`src/rtl/wb_pipe_stage.sv`:
```
// wb_pipe_stage
//   MEM->WB pipeline stage. It holds the load data, the ALU result, the
//   destination register and the write-back controls of one instruction
//   (or two, when the skid buffer is enabled). It adds a valid/ready
//   handshake, a synchronous flush, x0 write suppression and a saturating
//   stall counter.
//
// Handshake: an entry moves on a rising edge where valid & ready are both
//   high. in_valid/in_* and out_valid/out_* are held stable by their
//   producer until accepted. in_ready/out_ready may change at any time
//   (in_ready only at clock edges when SKID = 1).
//
// Ports
//   clk, reset          rising-edge clock, asynchronous active-high reset
//   flush               synchronous: drops every held entry
//   in_valid/in_ready   upstream handshake
//   in_data, in_alu     memory read data / ALU result (DATA_W)
//   in_rd               destination register (RD_W)
//   in_mem_to_reg       1 selects data, 0 selects alu at write-back
//   in_reg_write_en     register write request
//   out_valid/out_ready write-back handshake for the head entry
//   out_data, out_alu, out_rd, out_mem_to_reg, out_reg_write_en
//                       head entry (controls gated low when out_valid = 0)
//   stall_cnt           saturating count of cycles with out_valid & !out_ready
module wb_pipe_stage #(
   parameter int DATA_W         = 64,
   parameter int RD_W           = 5,
   parameter int SKID           = 1,
   parameter int ZERO_RD_SQUASH = 1,
   parameter int CNT_W          = 16
) (
   input  logic              clk,
   input  logic              reset,
   input  logic              flush,
   input  logic              in_valid,
   output logic              in_ready,
   input  logic [DATA_W-1:0] in_data,
   input  logic [DATA_W-1:0] in_alu,
   input  logic [RD_W-1:0]   in_rd,
   input  logic              in_mem_to_reg,
   input  logic              in_reg_write_en,
   output logic              out_valid,
   input  logic              out_ready,
   output logic [DATA_W-1:0] out_data,
   output logic [DATA_W-1:0] out_alu,
   output logic [RD_W-1:0]   out_rd,
   output logic              out_mem_to_reg,
   output logic              out_reg_write_en,
   output logic [CNT_W-1:0]  stall_cnt
);

   typedef struct packed {
      logic [DATA_W-1:0] data;
      logic [DATA_W-1:0] alu;
      logic [RD_W-1:0]   rd;
      logic              mem_to_reg;
      logic              reg_write_en;
   } entry_t;

   localparam logic [CNT_W-1:0] CNT_MAX = '1;
   localparam logic [CNT_W-1:0] CNT_ONE = 1;

   entry_t in_entry;
   entry_t head_q;
   logic   head_valid;
   logic   do_accept;
   logic   do_release;

   // The x0 squash is applied once, when the entry is captured, so the
   // stored control already reflects it.
   always_comb begin
      in_entry              = '0;
      in_entry.data         = in_data;
      in_entry.alu          = in_alu;
      in_entry.rd           = in_rd;
      in_entry.mem_to_reg   = in_mem_to_reg;
      in_entry.reg_write_en = in_reg_write_en &
                              ((ZERO_RD_SQUASH == 0) || (in_rd != '0));
   end

   assign do_accept  = in_valid & in_ready;
   assign do_release = head_valid & out_ready;

   generate
      if (SKID != 0) begin : g_skid
         typedef enum logic [1:0] {S_EMPTY, S_ONE, S_FULL} state_t;

         state_t state_q;
         entry_t skid_q;
         logic   ready_q;

         // Occupancy FSM. The head register always holds the oldest entry;
         // the skid register only ever holds the second one.
         always_ff @(posedge clk or posedge reset) begin
            if (reset) begin
               state_q <= S_EMPTY;
               head_q  <= '0;
               skid_q  <= '0;
               ready_q <= 1'b1;
            end else if (flush) begin
               state_q <= S_EMPTY;
               ready_q <= 1'b1;
            end else begin
               case (state_q)
                  S_EMPTY: begin
                     if (do_accept) begin
                        head_q  <= in_entry;
                        state_q <= S_ONE;
                     end
                  end
                  S_ONE: begin
                     if (do_accept && do_release) begin
                        head_q <= in_entry;
                     end else if (do_accept) begin
                        skid_q  <= in_entry;
                        state_q <= S_FULL;
                        ready_q <= 1'b0;
                     end else if (do_release) begin
                        state_q <= S_EMPTY;
                     end
                  end
                  S_FULL: begin
                     // in_ready is low here, so no accept can coincide.
                     if (do_release) begin
                        head_q  <= skid_q;
                        state_q <= S_ONE;
                        ready_q <= 1'b1;
                     end
                  end
                  default: begin
                     state_q <= S_EMPTY;
                     ready_q <= 1'b1;
                  end
               endcase
            end
         end

         assign head_valid = (state_q != S_EMPTY);
         assign in_ready   = ready_q;
      end else begin : g_single
         logic valid_q;

         always_ff @(posedge clk or posedge reset) begin
            if (reset) begin
               valid_q <= 1'b0;
               head_q  <= '0;
            end else if (flush) begin
               valid_q <= 1'b0;
            end else if (do_accept) begin
               // Covers the accept-with-release case: the head is replaced.
               head_q  <= in_entry;
               valid_q <= 1'b1;
            end else if (do_release) begin
               valid_q <= 1'b0;
            end
         end

         assign head_valid = valid_q;
         assign in_ready   = !valid_q | out_ready;
      end
   endgenerate

   // Stall counter: only reset clears it; flush leaves it alone.
   always_ff @(posedge clk or posedge reset) begin
      if (reset) begin
         stall_cnt <= '0;
      end else if (head_valid && !out_ready && (stall_cnt != CNT_MAX)) begin
         stall_cnt <= stall_cnt + CNT_ONE;
      end
   end

   assign out_valid        = head_valid;
   assign out_data         = head_q.data;
   assign out_alu          = head_q.alu;
   assign out_rd           = head_q.rd;
   assign out_mem_to_reg   = head_valid & head_q.mem_to_reg;
   assign out_reg_write_en = head_valid & head_q.reg_write_en;

endmodule
```
`config.mk`:
```
export PLATFORM = sky130hd
export DESIGN_NAME = wb_pipe_stage
export DESIGN_NICKNAME = d
export VERILOG_FILES = /design/src/rtl/wb_pipe_stage.sv
export SDC_FILE = /design/constraint.sdc
export NUM_CORES = 1
export LEC_CHECK = 0
export CORE_UTILIZATION = 45
export CTS_CLUSTER_DIAMETER = 40
export CTS_CLUSTER_SIZE = 25
export DETAILED_ROUTE_END_ITERATION = 12
export PLACE_DENSITY = 0.78
export RECOVER_POWER = 100
export SLEW_MARGIN = 20
export SYNTH_ARGS = -nofsm -noshare
export SYNTH_HDL_FRONTEND = slang
export SYNTH_SLANG_ARGS = --single-unit
```
`constraint.sdc`:
```
create_clock -name clk -period 17.13 [get_ports clk]
set_clock_uncertainty 0.1 [all_clocks]
set_input_delay 3.426 -clock clk [delete_from_list [all_inputs] [get_ports clk]]
set_output_delay 3.426 -clock clk [all_outputs]
set_load 0.05 [all_outputs]
```
After elaboration in Yosys (flattened, before gate mapping)

Cells that the tools add are included.

Flip-flop bits (word level): 289
Bits of input ports: 140
Logic and storage cells: 61

Add/subtract/negate cells: 1
Equal/unequal tests: 12
Multiplexer cells: 16
Bitwise operators: 7
Reductions and logical operators: 12

Operators with widths:

| operator                                            | count |
|---|---|
| two-way mux 135 bit                                 | 3 |
| one-hot mux 135 bit (3 select lines)                | 1 |
| adder 16 x 1 -> 16 bit, second input constant       | 1 |
| != test 16 bit, second input constant               | 1 |
| two-way mux 2 bit                                   | 6 |
| != test 3 bit, second input constant                | 4 |
| AND reduction 4 bit                                 | 3 |
| != test 2 bit, second input constant                | 4 |
| one-hot mux 2 bit (3 select lines)                  | 1 |
| bitwise AND 1 bit                                   | 5 |
| AND reduction 5 bit                                 | 1 |
| nonzero test 5 bit                                  | 1 |
| two-way mux 1 bit                                   | 4 |
| != test 4 bit, second input constant                | 1 |
| logical AND 1 bit                                   | 3 |
| one-hot mux 1 bit (3 select lines)                  | 1 |
| nonzero test 3 bit                                  | 1 |
| equality test 2 x 1 -> 1 bit, second input constant | 1 |
| equality test 2 bit, second input constant          | 1 |
| zero test 2 bit                                     | 1 |
| NOT 1 bit                                           | 2 |
| nonzero test 2 bit                                  | 1 |
| zero test 1 bit                                     | 1 |

Longest topological paths before layout

Gate-level depths: netlist of the first run.

Depth in word-level cells: 7
Depth in mapped cells: 7
Gate-level depth less buffers: 5

Worst setup path after synthesis of the first run

OpenSTA, ideal clock, no wires.

Kind: reg2out
Start: register g_skid.state_q[0]
End: output port out_mem_to_reg
Arrival time: 1.250 ns
Required time: 13.604 ns
Slack: 12.354 ns
Stages on the path, launching flop included: 4
Buffers on the path: 1
Path through: dfrtp_1 -> buf_2 -> nor2_1 -> nor2b_1

Longest elaborated chain between the ends: 2

RTL lines:

| element                  | line | text |
|---|---|---|
| start: declaration       | 88   | `state_t state_q;` |
| start signal: assignment | 96   | `state_q <= S_EMPTY;` |
| start signal: assignment | 101  | `state_q <= S_EMPTY;` |
| start signal: assignment | 108  | `state_q <= S_ONE;` |
| nonzero test 2 bit       | 138  | `assign head_valid = (state_q != S_EMPTY);` |
| bitwise AND 1 bit        | 176  | `assign out_mem_to_reg = head_valid & head_q.mem_to_reg;` |
| end: declaration         | 47   | `output logic out_mem_to_reg,` |

No other way between the ends.

==> flow_summary.ini, run 1 <==
[power]
p_int_uw = 1710
p_leak_uw = 0.00707
p_comb_share_pct = 27.9
sequentialPowerShare_pct = 37.9
p_clk_share_pct = 34.2
vdd_drop_max_mv = 0.0952
switchingPower_uw = 866
switching_share_pct = 33.6
power.density_nw_per_um2 = 155

[synthesis]
synthesis.area_um2 = 13100
synth_edf_count = 0
syn_inst = 1255
synth.net_count = 1396
synth_ff_type = dfrtp_1
synth_area_leaders = dfrtp_1 55%, mux2_2 12%, buf_4 8.1%, nand2_1 8.0%, a31oi_1 6.5%
synth.distinct_cells = 39
yosysSeqAreaShare_pct = 55.4
synth_top_area_share_pct = 55.2
postSynthAreaPerCell_um2 = 10.4
yosys_warnings = 0
async_reset_ff_share_pct = 100
synth_seq_cells = 289
yosys.area.top_type = dfrtp_1

[place]
dp.cells = 1725
portBuffers = 292
gp_congestion = 0.771
dpl.hpwl_um = 18900

[job]
cap_violations = 6

[clocking]
root_buffer = clkbuf_16
clkSlewWorstSetupHoldPaths_ns = 0.05
clk_latency_ns = 0.52
cts_made_buffers = 43
clock_path_buffers = 3
postCtsResizedCells = 0
h-tree-depth = 2
clkSinkCount = 289
post_cts_buffers = 0
cts_tree = yes
ctsHoldBuffers = 0

[detailed_routing]
viasPerCell = 5.20
drc_errors = 0
drtAntennaViolNets = 0
drt_wl_total_um = 30200
vias = 9383
firstDrtPassIters = 5
drtIter0Drc = 483
wl_per_cell_um = 16.7

[timing]
finalCriticalPeriod_ns = 9.16
fin_hold_ws_ns = 0.401
drv_slew = 524
worst_slew_pin_slew_ns = 6.08
tns_ns = 0
rsz0062_at_grt = no
finalCritPeriodShare_pct = 53.5
max_slew_margin_pct = -306
fmaxAchievable_mhz = 109
finalHoldViolCount = 0
finalSetupViolations = 0

[cells_and_area]
layout-drive-gt1-share_pct = 15.4
final_util_pct = 59.1
area_growth_pct = 27.4
fin_nets = 1534
fin_cells = 1806
multi_input_area_um2 = 4460
n_fill_cell = 2248
seqCellArea_um2 = 7230

[global_route]
grt_max_degree = 140
grt_pass1_vias = 9407
grt_pass1_wl_um = 47800
grt_overflow = 0
antenna_found_initial = 2
grtUsageTotal_pct = 20.3

[floorplan]
dieArea_um2 = 29700
num_io_pins = 293
die_w_um = 172
coreArea_um2 = 28200
initial_core_util_pct = 46.4
die-height_um = 172
std_cell_rows = 61

[status]
status = finished with violations
violations = max-capacitance violations, max-slew violations

[critical_path]
worstPathRequired_ns = 17.53
arrival_ns = 9.55
worstSetupStartpointType = input pin
worstSetupPathType = input pin to asynchronous set/reset pin
cp-end-kind = asynchronous set/reset pin
critPathMaxFanout = 139

[worst_hold_path]
hp-class = flip-flop to flip-flop
synthesized netlist by cell type (2+ instances only):
master	number
o211ai_1	2
or4_1	2
buf_4	141
clkbuf_1	19
nand4_1	6
nor3_1	3
a31oi_1	136
nand3b_1	2
buf_1	8
buf_2	41
or3_1	2
mux2_2	137
nand3_1	9
nor4_1	2
and3_1	2
nor2b_1	4
xor2_1	5
dfrtp_1	288
inv_1	3
nand2_1	278
nor2_1	139
xnor2_1	8
nand2b_1	2
state kept, by name, indices dropped and copies added, names as in the netlist:
| register | cells |
|---|---|
| g_skid.skid_q | 135 |
| head_q | 2 |
| stall_cnt | 16 |
| out_rd | 5 |
| out_alu | 64 |
| out_data | 64 |
| g_skid.state_q | 2 |
| in_ready | 1 |
cells by family (layout without fill, tap and decap cells):
| logic type | Yosys count | in the layout | synth area share, % |
|---|---|---|---|
| buf+inv | 212 | 382 | 10.5 |
| other cells | 0 | 3 | 0 |
| xor+xnor | 13 | 13 | 0.872 |
| mux | 137 | 137 | 11.8 |
| simple gates | 459 | 459 | 14.2 |
| fa+ha+maj | 1 | 1 | 0.0958 |
| flops | 289 | 289 | 55.4 |
| compound gates | 144 | 144 | 7.03 |
critical path: stages:
cell	delay [ns]
dlygate4sd3_1	0.55
clkinvlp_2	3.33
buf_4	1.13
buf_4	0.87
through the flow:
stage	worst slack, ns	cell area [um^2]	power, uW
6_report	7.97	16600	2580
5_1_grt	6.83	16600	2700
4_1_cts	10.85	16700	2630
3_5_place_dp	10.31	15200	1740
3_3_place_gp	10.33	15200	1710
2_1_floorplan	5.63	13100	1580
power by group through the flow:
stage | logic (uW) | clock network (uW) | registers [uW]
after detailed placement | 747 | 0 | 989
final | 718 | 882 | 978
after CTS | 750 | 899 | 981
after global routing | 766 | 928 | 1000
after floorplan | 601 | 0 | 976
after global placement | 731 | 0 | 980
routing by layer:
metal	GRT usage [%]	vias to the layer above	share of wire (%)
met5	0	-	0
met4	7.08	0	2.6
met3	6.16	58	8.2
met2	33.9	301	49
met1	24.8	4634	40
li1	-	4390	-
placed cells by master, fill, tap and decap left out, types with 2 or more instances in the layout:
cell,n
buf_4,4
nand3_1,9
or3_1,2
a31oi_1,136
nand4_1,6
nor4_1,3
bufinv_16,4
nor2_1,139
clkinvlp_4,2
nand2_1,278
clkbuf_8,9
inv_1,2
inv_6,4
clkbuf_1,11
clkbuf_16,44
diode_2,3
xnor2_1,8
o211ai_1,2
clkinv_2,6
clkdlybuf4s50_1,136
or4_1,2
and3_1,2
dfrtp_1,288
nor3_1,3
nor2b_1,3
mux2_2,137
xor2_1,5
dlygate4sd3_1,156
nand3b_1,2
path summary, 6_finish.rpt:
check / start / to / slack (ns) / cells past startpoint
max reg2reg: g_skid.state_q[1] / out_alu[36] / 11.93 / 5
min: g_skid.skid_q[36] / g_skid.skid_q[36] / 0.40 / 1
min in group asynchronous: reset / out_alu[35] / 5.13 / 2
max: reset / g_skid.skid_q[112] / 7.97 / 4
max in group clk: in_valid / out_alu[36] / 9.00 / 6
min reg2reg: g_skid.skid_q[36] / g_skid.skid_q[36] / 0.40 / 1
cell type report:
class / instances / area share (%)
diodes: 3 / 0.0451
clock buffers: 59 / 7.50
clock inverters: 18 / 1.35
inverters: 3 / 0.0752
multi-input cells: 754 / 26.8
flip-flops and latches: 289 / 43.5
well taps: 378 / 2.84
repair buffers: 302 / 17.9
No activity file was read; power rests on OpenSTA's default activity.
==> run 2: changes to the inputs <==
- clock period: 17.13 -> 8.8 ns (I/O delays scaled with it)
==> flow_summary.ini, run 2 (synthesized netlist as in run 1, its figures left out) <==
[clocking]
cts_tree = yes
post_cts_buffers = 0
cts_made_buffers = 45
clk_latency_ns = 0.52
h-tree-depth = 2
ctsHoldBuffers = 0
clkSinkCount = 289
clkSlewWorstSetupHoldPaths_ns = 0.05
root_buffer = clkbuf_16
clock_path_buffers = 3
postCtsResizedCells = 0

[detailed_routing]
wl_per_cell_um = 16.7
drt_wl_total_um = 30200
drtIter0Drc = 563
vias = 9354
drtAntennaViolNets = 0
viasPerCell = 5.17
drc_errors = 0
firstDrtPassIters = 5

[cells_and_area]
final_cell_mix = 288 x dfrtp_1, 278 x nand2_1, 156 x dlygate4sd3_1, 139 x nor2_1, 137 x a31oi_1
seqCellArea_um2 = 7230
largest_reg_flops = 135
layout-drive-gt1-share_pct = 15.7
n_fill_cell = 2307
largest_register = g_skid.skid_q
fin_nets = 1536
fin_area_um2 = 16700
multi_input_area_um2 = 4440
area_growth_pct = 28.1
final_common_cell = dfrtp_1

[power]
p_leak_uw = 0.00712
p_clk_share_pct = 35.3
switchingPower_uw = 1710
vdd_drop_max_mv = 0.274
p_comb_share_pct = 27.4
sequentialPowerShare_pct = 37.3
switching_share_pct = 33.7
finalPower_uw = 5090
power.density_nw_per_um2 = 304
p_int_uw = 3380

[floorplan]
dieArea_um2 = 29700
coreArea_um2 = 28200
initial_core_util_pct = 46.4
die_w_um = 172
std_cell_rows = 61
die-height_um = 172
num_io_pins = 293

[critical_path]
critPathMaxFanout = 110
worstPathRequired_ns = 9.03
worstSetupPathType = input pin to flip-flop
arrival_ns = 6.29
worstSetupStartpointType = input pin
cp_common_cell = a31oi_1
cp-end-kind = flip-flop
crit_chain = dlygate4sd3_1, nand4bb_1, a31oi_1, buf_4, a31oi_1
critPathMaxStageDelay_ns = 2.38
slowest_stage = a31oi_1

[timing]
worst_slew_pin_slew_ns = 3.37
rsz0062_at_grt = no
max_slew_margin_pct = -125
finalSetupViolations = 0
finalHoldViolCount = 0
tns_ns = 0
finalCriticalPeriod_ns = 6.06
drv_slew = 223
finalCritPeriodShare_pct = 68.9
fmaxAchievable_mhz = 165

[place]
placed_area_um2 = 15200
gp_congestion = 0.783
dpl.hpwl_um = 19000
portBuffers = 292

[global_route]
grt_pass1_vias = 9312
antenna_found_initial = 0
grt_max_degree = 154
grt_pass1_wl_um = 47900
grt_overflow = 0
grtUsageTotal_pct = 20.2

[worst_hold_path]
hp-class = flip-flop to flip-flop

[status]
violations = max-capacitance violations, max-slew violations
status = finished with violations

[job]
cap_violations = 4
run 2: cell count changes in the layout (fill, tap and decap cells not counted), moves of 2 or more:
cell,change
inv_6,+2
clkinv_4,+2
inv_8,+3
buf_4,+2
clkbuf_8,-6
clkbuf_16,+3
run 2: final cells by class:
type,count,area share (%)
diodes,2,0.0299
clock buffers,58,7.46
clock inverters,24,1.81
inverters,3,0.0898
multi-input cells,754,26.6
flip-flops and latches,289,43.3
well taps,378,2.83
repair buffers,302,18.0
run 2: per-layer routing:
| layer | global-route usage (%) | part of all wire, % |
|---|---|---|
| met4 | 7.73 | 2.7 |
| met1 | 24.6 | 41 |
| met2 | 33.7 | 49 |
| met5 | 0 | 0 |
| met3 | 5.81 | 7.1 |
run 2: per-stage QoR:
| step | worst slack (ns) | utilization (%) | hold WS, ns | instances |
|---|---|---|---|---|
| after global routing | 2.27 | 59.4 | 0.412 | 1808 |
| after global placement | 4.05 | 54.0 | 0.386 | 1726 |
| after detailed placement | 3.91 | 54.0 | 0.392 | 1726 |
| after floorplan | 3.11 | - | 0.379 | 1255 |
| final | 2.74 | 59.4 | 0.402 | 1810 |
| after CTS | 4.43 | 59.5 | 0.405 | 1808 |
run 2: critical path: cells and delay by family:
family	cells	cell delay [ns]
buffers and inverters	2	1.69
and+or+nand+nor	1	0.14
AOI/OAI and AO/OA	2	2.59
run 2: power by group through the flow:
stage	clock network, uW	logic [uW]	registers, uW
CTS	1830	1470	1910
finish	1800	1400	1900
detailed placement	0	1460	1920
global placement	0	1430	1900
floorplan	0	1170	1900
global route	1890	1480	1940
run 2: worst paths after layout:
| path | start | end | slack, ns | cells past startpoint |
|---|---|---|---|---|
| max | in_valid | out_data[44] | 2.74 | 5 |
| min | g_skid.skid_q[89] | g_skid.skid_q[89] | 0.40 | 1 |
| max reg2reg | g_skid.state_q[0] | out_data[44] | 3.97 | 4 |
| max in group asynchronous | reset | out_data[39] | 3.83 | 4 |
| min reg2reg | g_skid.skid_q[89] | g_skid.skid_q[89] | 0.40 | 1 |
| min in group asynchronous | reset | out_alu[28] | 2.81 | 3 |
